<file path="config.mk">
export PLATFORM = sky130hd
export DESIGN_NAME = cp0_timer
export DESIGN_NICKNAME = d
export VERILOG_FILES = /design/src/rtl/cp0_timer.sv
export SDC_FILE = /design/constraint.sdc
export NUM_CORES = 1
export LEC_CHECK = 0
export CAP_MARGIN = 15
export CORE_ASPECT_RATIO = 0.9
export CORE_UTILIZATION = 45
export CTS_BUF_LIST = sky130_fd_sc_hd__clkbuf_16
export DETAILED_ROUTE_END_ITERATION = 16
export PLACE_DENSITY = 0.82
export SYNTH_ARGS = -nofsm -noshare
export SYNTH_HDL_FRONTEND = slang
export SYNTH_SLANG_ARGS = --single-unit
</file>
<file path="constraint.sdc">
create_clock -name clk -period 5.4 [get_ports clk]
set_input_delay 1.62 -clock clk [delete_from_list [all_inputs] [get_ports clk]]
set_output_delay 1.62 -clock clk [all_outputs]
set_load 0.05 [all_outputs]
</file>
<file path="src/rtl/cp0_timer.sv">
// cp0_timer -- CP0 Count/Compare timer (Reg 9 Count, Reg 11 Compare).
//
// Count advances once every PRESCALE enabled cycles. A sticky timer_pending
// flag is raised when an increment makes Count equal to Compare. The flag is
// cleared only by a Compare write or by reset.
//
// Ports:
//   clk            system clock, rising edge
//   reset          synchronous active-high reset
//   count_en       1 = prescaler and Count run; 0 = both frozen
//   cp0_we         MTC0 write strobe, one cycle per write
//   cp0_waddr[4:0] CP0 register number (9 = Count, 11 = Compare)
//   cp0_wdata[31:0] write data
//   count[31:0]    current Count
//   compare[31:0]  current Compare
//   timer_pending  sticky interrupt request (feeds IP[3] / Cause.TI)
module cp0_timer #(
  parameter int PRESCALE = 2
) (
  input  logic        clk,
  input  logic        reset,
  input  logic        count_en,
  input  logic        cp0_we,
  input  logic [4:0]  cp0_waddr,
  input  logic [31:0] cp0_wdata,
  output logic [31:0] count,
  output logic [31:0] compare,
  output logic        timer_pending
);

  localparam int PW = (PRESCALE > 1) ? $clog2(PRESCALE) : 1;
  // With PRESCALE=1, PRE_MAX is 0. pre never leaves 0, so tick reduces to count_en.
  localparam logic [PW-1:0] PRE_MAX = PW'(PRESCALE - 1);

  logic [PW-1:0] pre;
  logic          tick;
  logic          count_wr;
  logic          compare_wr;
  logic [31:0]   count_inc;

  assign count_wr   = cp0_we && (cp0_waddr == 5'd9);
  assign compare_wr = cp0_we && (cp0_waddr == 5'd11);
  assign tick       = count_en && (pre == PRE_MAX);
  assign count_inc  = count + 32'd1;

  always_ff @(posedge clk) begin
    if (reset) begin
      count         <= '0;
      compare       <= '0;
      timer_pending <= 1'b0;
      pre           <= '0;
    end else begin
      // A Count write replaces any tick that would occur on the same edge and
      // restarts the prescale period.
      if (count_wr) begin
        count <= cp0_wdata;
        pre   <= '0;
      end else if (count_en) begin
        pre <= tick ? '0 : pre + PW'(1);
        if (tick) count <= count_inc;
      end

      // A Compare write acknowledges the interrupt. The clear takes priority
      // over a match against the old Compare on the same edge.
      if (compare_wr) begin
        compare       <= cp0_wdata;
        timer_pending <= 1'b0;
      end else if (!count_wr && tick && (count_inc == compare)) begin
        timer_pending <= 1'b1;
      end
    end
  end

endmodule

</file>
## Yosys cells after proc, flatten, opt, wreduce, memory -nomap -nowiden

Index checks and enable logic that the tools add are counted.

- Add/sub/neg operators: 2
- Equal/unequal tests: 3
- Mux-type cells: 4
- Reductions and logical operators: 11

Operator list:

| cell | count |
|---|---|
| 32-bit two-way mux | 3 |
| 32-bit by 1-bit adder with 32-bit output (second input constant) | 1 |
| 32-bit equality test | 1 |
| 5-bit by 4-bit equality test with 1-bit output (second input constant) | 2 |
| 1-bit logical AND | 5 |
| 2-bit nonzero test | 2 |
| 2-bit OR reduction | 2 |
| 2-bit AND reduction | 1 |
| 1-bit adder (second input constant) | 1 |
| 1-bit zero test | 1 |
| 1-bit two-way mux | 1 |

- Flip-flop bits (word level): 66
- Input port bits: 41

## Logic depth before layout (Yosys ltp)

Gate-level depths: netlist of run 1.

- Depth in word-level cells: 5
- Gate-level depth with buffers: 9

## Least setup slack after synthesis of run 1

OpenSTA, ideal clock, no wires.

- Path kind: register -> register
- Start: register count[0]
- End: register timer_pending
- Library setup time: 84 ps
- Data arrival time: 3316 ps
- Required time: 5316 ps
- Setup slack: 2000 ps
- Stages on the path, launching flop included: 9
- Period minus slack after synthesis: 3400 ps
- Cell sequence: dfxtp_1 ha_1 nand3_1 nor4_1 nand4b_1 xnor2_1 or4_1 or4_1 o31ai_2

- Longest elaborated chain between the ends: 3

Ends and longest elaborated chain:

| what | line | source |
|---|---|---|
| start, declared | 26 | `output logic [31:0] count,` |
| start signal, assigned | 56 | `count <= cp0_wdata;` |
| start signal, assigned | 60 | `if (tick) count <= count_inc;` |
| 32-bit by 1-bit adder with 32-bit output | 44 | `assign count_inc = count + 32'd1;` |
| 32-bit equality test | 68 | `end else if (!count_wr && tick && (count_inc == compare)) begin` |
| 1-bit logical AND | 68 |  |
| end signal, assigned | 50 | `timer_pending <= 1'b0;` |
| end signal, assigned | 67 | `timer_pending <= 1'b0;` |
| end signal, assigned | 69 | `timer_pending <= 1'b1;` |
| end, declared | 28 | `output logic timer_pending` |

No other way between the ends.
A chain may end at the register's enable or synchronous reset.

## Worst setup path after layout of run 1

- Start: input count_en
- End: register timer_pending

- Longest elaborated chain between the ends: 3

Ends and longest elaborated chain:

| what | line | source |
|---|---|---|
| start, declared | 22 | `input logic count_en,` |
| 1-bit logical AND | 43 | `assign tick = count_en && (pre == PRE_MAX);` |
| 1-bit logical AND (2 in a row) | 68 |  |

No other way between the ends.

==> results.py, run 1 <==
metrics = {
    "outcome": {
        "outcome": "completed",
    },
    "synthesis": {
        "yosysUniqueCellTypes": 50,
        "synthFlopType": "dfxtp_1",
        "synth_area_leaders": "dfxtp_1, xnor2_1, nand2_1",
        "yosysWarningCount": 0,
        "yosysTopAreaCell": "dfxtp_1",
        "synthesis.area_um2": 3940,
        "synthTopCellsByCount": "nand2_1, dfxtp_1, xnor2_1",
        "ys_seq_area_share_pct": 33.6,
        "async_flop_share_pct": 0,
        "synthesis.nets": 546,
        "post-synth-top-count-cell": "nand2_1",
        "yosysTopAreaCellShare_pct": 33.6,
        "syn-instance-count": 504,
        "avgSynthCellArea_um2": 7.81,
        "ys_seq_elements": 66,
        "synth_edf_count": 0,
    },
    "setup_path": {
        "start_kind": "input port",
        "worstSetupPathType": "in -> reg",
        "critPathSlowestCell": "clkdlybuf4s50_1",
        "crit_arrival_ps": 3870,
        "cp_cell_sequence": "clkdlybuf4s50_1 -> and2_1 -> o2111ai_1 -> a41oi_1 -> nand4b_1 -> a2111oi_0 -> nand3_1 -> o31ai_2",
        "path_buf_inv": 1,
        "max_stage_delay_ps": 500,
        "crit_family": "compound AO/OA/AOI/OAI gates",
        "endpoint_kind": "flip-flop",
        "critPathRequiredTime_ps": 5650,
        "cp_max_fo": 12,
    },
    "grt": {
        "gr-total-overflow": 0,
        "grt_util_all_layers_pct": 25.7,
        "antenna_found_initial": 0,
        "grt_pass1_vias": 3834,
        "grt_max_degree": 65,
        "grt_pass1_wl_um": 18700,
    },
    "route": {
        "num_vias": 3982,
        "routed_wl_um": 11400,
        "drc": 0,
        "ant_nets": 0,
        "viasPerCell": 5.62,
        "drt_pass1_iterations": 5,
        "first_iter_violations": 299,
        "wire_per_inst_um": 16.1,
    },
    "sta": {
        "setup_violations": 0,
        "worst_pin_slew_ps": 649,
        "fmax_ghz": 0.276,
        "max-slew-margin-rel_pct": 56.6,
        "clock_skew_ps": 6.02,
        "finalMaxSlewViolations": 0,
        "hold_viol": 0,
        "rsz0062_at_grt": "false",
        "timing.final.crit_share_pct": 67.0,
        "period_needed_ps": 3620,
        "tns_ps": 0,
    },
    "final_layout": {
        "drive_gt1_share_pct": 5.23,
        "antennaDiodeCount": 0,
        "final_nets": 630,
        "area_growth_pct": 33.6,
        "design_area_um2": 5260,
    },
    "clocking": {
        "clockBufferDepth": 2,
        "numCtsBuffers": 9,
        "cts-root-buf": "clkbuf_16",
        "hold_buffers": 0,
        "worstSkewPairLatency_ps": 330,
        "cts_tree": "built",
        "cts_resized": 0,
        "cts_sinks": 66,
        "h-tree-depth": 3,
        "path_clk_slew_ps": 60,
        "postCtsSetupBuffers": 0,
    },
    "placed_design": {
        "place_congestion": 0.890,
        "placed_cell_area_um2": 4970,
        "place_hpwl_um": 7940,
        "port_buffers": 105,
    },
    "floorplanning": {
        "core-area_um2": 8260,
        "start_util_pct": 47.6,
        "io_pins": 106,
        "die_area_um2": 9120,
        "fp.dieW_um": 101,
        "fp-row-count": 31,
        "die_y_um": 90.7,
    },
    "run": {
        "cap_violations": 0,
    },
    "min_path": {
        "hold_class": "reg -> reg",
    },
    "power": {
        "peakVddDrop_mv": 0.129,
        "power_density_nw_per_um2": 225,
        "power_leakage_nw": 1.71,
    },
}
[placed cells by master (no fill, tap or decap), drive strengths merged, types with 3 or more instances in the layout]
cell type and n:
nor2 51, nor4 9, xor2 27, and3 4, nand3 19, or3 3, a21oi 34, xnor2 52
nand4 14, dfxtp 66, nand2 87, inv 5, o2111ai 3, and4 3, nor3 16, o21ai 6
or4 3, clkdlybuf4s50 104, and2 3, clkinv 5, nor2b 3, a211oi 32, clkbuf 9, buf 6
[stage by stage]
stage | hold WS (ps) | cells | power (mW) | worst slack, ps | utilization [%]
after floorplan | 572 | 504 | 0.570 | 2000 | -
after global placement | 476 | 692 | 0.622 | 1640 | 60.2
after detailed placement | 480 | 692 | 0.624 | 1520 | 60.2
after CTS | 489 | 708 | 1.18 | 1720 | 63.6
after global routing | 501 | 708 | 1.21 | 1570 | 63.6
final | 482 | 708 | 1.18 | 1780 | 63.6
[flip-flops by register name, summed over array words and instances (netlist names)]
signal	count
compare	32
count	32
pre	1
timer_pending	1
[worst min-delay path: stages, from the launching register on]
cell and delay, ps:
dfxtp_1 320, nand2_1 60, a21oi_1 50
[path summary, 6_finish.rpt]
check,startpoint,end,slack (ps),cells after the start
min,compare[18]$_SDFFE_PP0P_,compare[18]$_SDFFE_PP0P_,480,2
max reg2reg,count[8]$_SDFFE_PP0P_,timer_pending$_SDFFE_PP0P_,2110,7
max,count_en,timer_pending$_SDFFE_PP0P_,1780,8
min reg2reg,compare[18]$_SDFFE_PP0P_,compare[18]$_SDFFE_PP0P_,480,2
[cell families (layout without fill, tap and decap cells)]
| family | Yosys count | in the layout | synth area share, % |
|---|---|---|---|
| compound gates | 90 | 90 | 15.1 |
| xor+xnor | 79 | 79 | 17.6 |
| fa+ha+maj | 1 | 1 | 0.318 |
| flops | 66 | 66 | 33.6 |
| buf+inv | 43 | 132 | 5.47 |
| mux | 1 | 1 | 0.254 |
| simple gates | 224 | 224 | 27.7 |
[metal layers]
metal	track usage [%]	routed length, um	vias up
li1	-	-	1921
met1	32.4	5060	1859
met2	42.6	5280	185
met3	6.35	901	17
met4	8.45	133	0
met5	0	0	-
[report_power, final]
group	internal, mW	total (mW)	switching [mW]
clock	0.351	0.567	0.216
combinational	0.0513	0.110	0.0589
sequential	0.494	0.505	0.0111
[final cells by class]
type / instances / area [um2]
tap: 115 / 144
timing repair buffer: 110 / 1080
inverter: 6 / 23.8
sequential: 66 / 1320
fill: 736 / 3010
clock inverter: 7 / 60.1
clock buffer: 9 / 225
multi-input combinational: 395 / 2400
No activity file was read; power rests on OpenSTA's default activity.
==> run 2: changes to the inputs <==
- CORE_UTILIZATION: 45 -> 44
- PLACE_DENSITY: 0.82 -> 0.84
- clock period: 5.4 -> 3.25 ns (I/O delays scaled with it)
==> results.py, run 2 (synthesis results as in run 1) <==
metrics = {
    "setup_path": {
        "reg2reg_slack_ps": 160,
        "endpoint_kind": "flip-flop",
        "critPathRequiredTime_ps": 3500,
        "path_buf_inv": 0,
        "critPathSlowestCell": "or4_4",
        "crit_arrival_ps": 3340,
        "ff2ff_path_depth": 7,
        "r2r_start": "count[5]$_SDFFE_PP0P_",
        "worstReg2RegEnd": "timer_pending$_SDFFE_PP0P_",
        "cp_max_fo": 11,
        "start_kind": "flip-flop",
        "max_stage_delay_ps": 650,
        "crit_family": "simple AND/OR/NAND/NOR gates",
        "cp_common_cell": "or4_1",
        "cp_cell_sequence": "nand4_4 -> or4_4 -> nor4_2 -> xnor2_1 -> or4_1 -> or4_1 -> o31ai_2",
        "worstSetupPathType": "reg -> reg",
    },
    "sta": {
        "timing.final.crit_share_pct": 95.0,
        "whs_ps": 485,
        "period_needed_ps": 3090,
        "finalMaxSlewViolations": 0,
        "rsz0062_at_grt": "false",
        "setup_violations": 0,
        "max-slew-margin-rel_pct": 54.0,
        "fin_ws_ps": 164,
        "tns_ps": 0,
        "clock_skew_ps": 5.03,
        "fmax_ghz": 0.324,
        "hold_viol": 0,
        "worst_pin_slew_ps": 689,
    },
    "min_path": {
        "min_from": "compare[20]$_SDFFE_PP0P_",
        "holdPathEnd": "compare[20]$_SDFFE_PP0P_",
        "hold_class": "reg -> reg",
        "hold_depth": 2,
    },
    "clocking": {
        "cts_tree": "built",
        "h-tree-depth": 3,
        "cts-root-buf": "clkbuf_16",
        "numCtsBuffers": 9,
        "path_clk_slew_ps": 50,
        "cts_sinks": 66,
        "hold_buffers": 0,
        "worstSkewPairLatency_ps": 330,
        "clockBufferDepth": 2,
    },
    "grt": {
        "gr-total-overflow": 0,
        "grt_max_degree": 66,
        "antenna_found_initial": 0,
        "grt_pass1_wl_um": 18900,
        "grt_util_all_layers_pct": 25.8,
        "grt_pass1_vias": 3808,
    },
    "route": {
        "ant_nets": 0,
        "met2_length_um": 5260,
        "drt_pass1_iterations": 6,
        "viasPerCell": 5.54,
        "first_iter_violations": 318,
        "wl_met1_um": 5090,
        "top_layer": "met4",
        "num_vias": 4024,
        "wl_met3_um": 848,
        "routed_wl_um": 11400,
        "wire_per_inst_um": 15.7,
        "drc": 0,
    },
    "placed_design": {
        "dp_slack_ps": 205,
        "port_buffers": 105,
        "place_congestion": 0.906,
        "placed_cell_area_um2": 5090,
        "place_hpwl_um": 8280,
    },
    "power": {
        "peakVddDrop_mv": 0.280,
        "swShare_pct": 24.7,
        "p_comb_share_pct": 10.2,
        "power.internal_mw": 1.41,
        "power_density_nw_per_um2": 350,
        "power_leakage_nw": 1.79,
        "p_clk_share_pct": 45.1,
        "seqPwrFrac_pct": 44.6,
        "switchingPower_uw": 463,
    },
    "floorplanning": {
        "fp.dieW_um": 102,
        "core-area_um2": 8610,
        "die_area_um2": 9330,
        "fp-row-count": 32,
        "die_y_um": 91.7,
        "io_pins": 106,
        "start_util_pct": 45.7,
    },
    "final_layout": {
        "layout_common_cells": "clkdlybuf4s50_1, nand2_1, dfxtp_1",
        "final_common_cell": "clkdlybuf4s50_1",
        "drive_gt1_share_pct": 7.57,
        "multi_input_area_um2": 2400,
        "reg_top3": "compare (32), count (32)",
        "final_nets": 645,
        "seqCellArea_um2": 1320,
        "nFillCells": 755,
        "antennaDiodeCount": 0,
        "design_area_um2": 5350,
        "area_growth_pct": 36.0,
    },
    "outcome": {
        "outcome": "completed",
    },
    "run": {
        "cap_violations": 0,
    },
}
## run 2: layout make-up
class	count	share of cell area, %
Sequential cell	66	24.7
Inverter	6	0.444
Tap cell	119	2.78
Clock buffer	9	4.21
Timing Repair Buffer	125	22.4
Clock inverter	7	0.561
Multi-Input combinational cell	395	44.9
## run 2: timing repair
item | CTS | global route
gates resized for setup | 0 | 1
buffers inserted | 0 | 0
setup endpoints to repair | 0 | 1
## run 2: power by group through the flow
stage / clock (mW) / combinational (mW) / sequential [mW]
2_1_floorplan: 0 / 0.0653 / 0.882
3_3_place_gp: 0 / 0.187 / 0.852
3_5_place_dp: 0 / 0.190 / 0.853
4_1_cts: 0.853 / 0.191 / 0.836
5_1_grt: 0.903 / 0.202 / 0.837
6_report: 0.845 / 0.192 / 0.836
## run 2: per-stage QoR
stage          cells  util (%)  total power [mW]
6_report         727      62.2              1.87
5_1_grt          727      62.2              1.94
4_1_cts          727      62.2              1.88
3_5_place_dp     711      59.2              1.04
3_3_place_gp     711      59.2              1.04
2_1_floorplan    504         -             0.947
## run 2: metal layers
layer,up-vias,GRT usage [%]
met1,1887,33.8
li1,1951,-
met5,-,0
met2,157,41.3
met3,29,7.47
met4,0,6.76
## run 2: worst max-delay path by stage
stage | end | cells after the start | from
after global routing | timer_pending$_SDFFE_PP0P_ | 7 | count[5]$_SDFFE_PP0P_
after floorplan | timer_pending$_SDFFE_PP0P_ | 8 | count[0]$_SDFFE_PP0P_
after global placement | timer_pending$_SDFFE_PP0P_ | 7 | count[4]$_SDFFE_PP0P_
after CTS | timer_pending$_SDFFE_PP0P_ | 7 | count[4]$_SDFFE_PP0P_
final | timer_pending$_SDFFE_PP0P_ | 7 | count[5]$_SDFFE_PP0P_
after detailed placement | timer_pending$_SDFFE_PP0P_ | 7 | count[4]$_SDFFE_PP0P_
## run 2: worst reg2reg max path, stage by stage, from the launching register on
cell	delay [ps]
dfxtp_1	530
nand4_4	190
or4_4	650
nor4_2	370
xnor2_1	110
or4_1	490
or4_1	490
o31ai_2	180
==> run 3: changes to the inputs <==
- CORE_UTILIZATION: 44 -> 45
- PLACE_DENSITY: 0.84 -> 0.82
- clock period: 3.25 -> 3.3 ns (I/O delays scaled with it)
==> results.py, run 3 (synthesis results as in run 1) <==
metrics = {
    "clocking": {
        "h-tree-depth": 3,
        "cts_sinks": 66,
        "cts-root-buf": "clkbuf_16",
        "worstSkewPairLatency_ps": 340,
        "hold_buffers": 0,
        "clockBufferDepth": 2,
        "path_clk_slew_ps": 50,
        "postCtsSetupBuffers": 0,
        "cts_resized": 0,
        "cts_tree": "built",
        "numCtsBuffers": 9,
    },
    "setup_path": {
        "reg2reg_slack_ps": 220,
        "ff2ff_path_depth": 7,
        "crit_arrival_ps": 3340,
        "endpoint_kind": "flip-flop",
        "cp_max_fo": 11,
        "start_kind": "flip-flop",
        "r2r_start": "count[4]$_SDFFE_PP0P_",
        "startpoint": "count[4]$_SDFFE_PP0P_",
        "worstSetupPathType": "reg -> reg",
        "cp-endpoint": "timer_pending$_SDFFE_PP0P_",
        "critPathRequiredTime_ps": 3560,
        "worstReg2RegEnd": "timer_pending$_SDFFE_PP0P_",
    },
    "power": {
        "peakVddDrop_mv": 0.222,
        "p_clk_share_pct": 47.2,
        "swShare_pct": 23.8,
        "switchingPower_uw": 456,
        "power_density_nw_per_um2": 360,
        "p_comb_share_pct": 9.9,
        "report.power.total_mw": 1.92,
        "seqPwrFrac_pct": 42.8,
        "power.internal_mw": 1.46,
        "power_leakage_nw": 1.77,
    },
    "sta": {
        "fmax_ghz": 0.325,
        "fin_ws_ps": 222,
        "worst_pin_slew_ps": 689,
        "period_needed_ps": 3080,
        "clock_skew_ps": 5.33,
        "timing.final.crit_share_pct": 93.3,
        "max-slew-margin-rel_pct": 54.0,
        "hold_viol": 0,
        "setup_violations": 0,
        "rsz0062_at_grt": "false",
        "tns_ps": 0,
        "finalMaxSlewViolations": 0,
    },
    "route": {
        "wire_per_inst_um": 16.2,
        "drc": 0,
        "viasPerCell": 5.58,
        "drt_pass1_iterations": 4,
        "first_iter_violations": 193,
        "ant_nets": 0,
        "num_vias": 4010,
        "routed_wl_um": 11600,
    },
    "placed_design": {
        "dp_slack_ps": 236,
        "dp_cells": 703,
        "place_hpwl_um": 8300,
        "port_buffers": 105,
        "placed_cell_area_um2": 5060,
        "place_congestion": 0.875,
    },
    "final_layout": {
        "drive_gt1_share_pct": 6.63,
        "area_growth_pct": 35.6,
        "final-instance-count-excl-fill": 718,
        "reg_top3": "compare (32), count (32)",
        "layout_common_cells": "clkdlybuf4s50_1, nand2_1, dfxtp_1",
        "design_area_um2": 5340,
        "antennaDiodeCount": 0,
        "final_common_cell": "clkdlybuf4s50_1",
        "nFillCells": 707,
        "final_nets": 641,
    },
    "floorplanning": {
        "fp-row-count": 31,
        "core-area_um2": 8260,
        "fp.dieW_um": 101,
        "io_pins": 106,
        "die_y_um": 90.7,
        "start_util_pct": 47.6,
        "die_area_um2": 9120,
    },
    "grt": {
        "grt_pass1_vias": 3832,
        "gr-total-overflow": 0,
        "grt_util_all_layers_pct": 26.1,
        "grt_max_degree": 66,
        "grt_pass1_wl_um": 19000,
        "antenna_found_initial": 0,
    },
    "outcome": {
        "outcome": "completed",
    },
    "min_path": {
        "hold_class": "reg -> reg",
        "hold_depth": 2,
    },
    "run": {
        "cap_violations": 0,
    },
}
## run 3: changes by cell type in the layout (fill, tap and decap cells not counted), sizes merged
| cell | before | now |
|---|---|---|
| bufinv | 0 | 1 |
| inv | 8 | 6 |
| buf | 21 | 17 |
## run 3: final cells by class
| cell class | count | area [um2] | area share (%) |
|---|---|---|---|
| clock buffers | 9 | 225 | 4.22 |
| clock inverters | 6 | 50.0 | 0.938 |
| inverters | 6 | 23.8 | 0.446 |
| multi-input cells | 395 | 2400 | 45.1 |
| flip-flops and latches | 66 | 1320 | 24.8 |
| well taps | 115 | 144 | 2.70 |
| repair buffers | 121 | 1170 | 21.9 |
## run 3: metrics by stage
step	util (%)	hold WS [ps]
after floorplan	-	572
after global placement	61.2	466
after detailed placement	61.2	479
after CTS	64.6	486
after global routing	64.6	507
final	64.6	484
## run 3: worst min path at each step
| stage | start | to | slack [ps] |
|---|---|---|---|
| floorplan | pre$_SDFFE_PP0P_ | pre$_SDFFE_PP0P_ | 570 |
| global placement | compare[13]$_SDFFE_PP0P_ | compare[13]$_SDFFE_PP0P_ | 470 |
| detailed placement | compare[15]$_SDFFE_PP0P_ | compare[15]$_SDFFE_PP0P_ | 480 |
| CTS | compare[15]$_SDFFE_PP0P_ | compare[15]$_SDFFE_PP0P_ | 490 |
| global route | compare[19]$_SDFFE_PP0P_ | compare[19]$_SDFFE_PP0P_ | 510 |
| finish | compare[15]$_SDFFE_PP0P_ | compare[15]$_SDFFE_PP0P_ | 480 |
## run 3: power groups by stage
stage	logic (mW)	clock network [mW]	registers [mW]
5_1_grt	0.203	0.943	0.824
2_1_floorplan	0.0643	0	0.868
6_report	0.190	0.907	0.823
3_5_place_dp	0.189	0	0.839
4_1_cts	0.190	0.912	0.823
3_3_place_gp	0.187	0	0.839
## run 3: routing by layer
metal	wire [um]	up-vias	share of wire [%]	global-route usage (%)
met5	0	-	0	0
met4	204	0	1.8	8.57
met3	838	21	7.2	6.27
met2	5420	152	47	41.8
met1	5150	1889	44	34.3
li1	-	1948	-	-
## run 3: critical path: stages, from the launching register on
cell and delay, ps:
dfxtp_1 560, nand4_4 190, or4_4 640, nor4_2 350, xnor2_1 110, or4_1 480, or4_1 490, o31ai_2 170
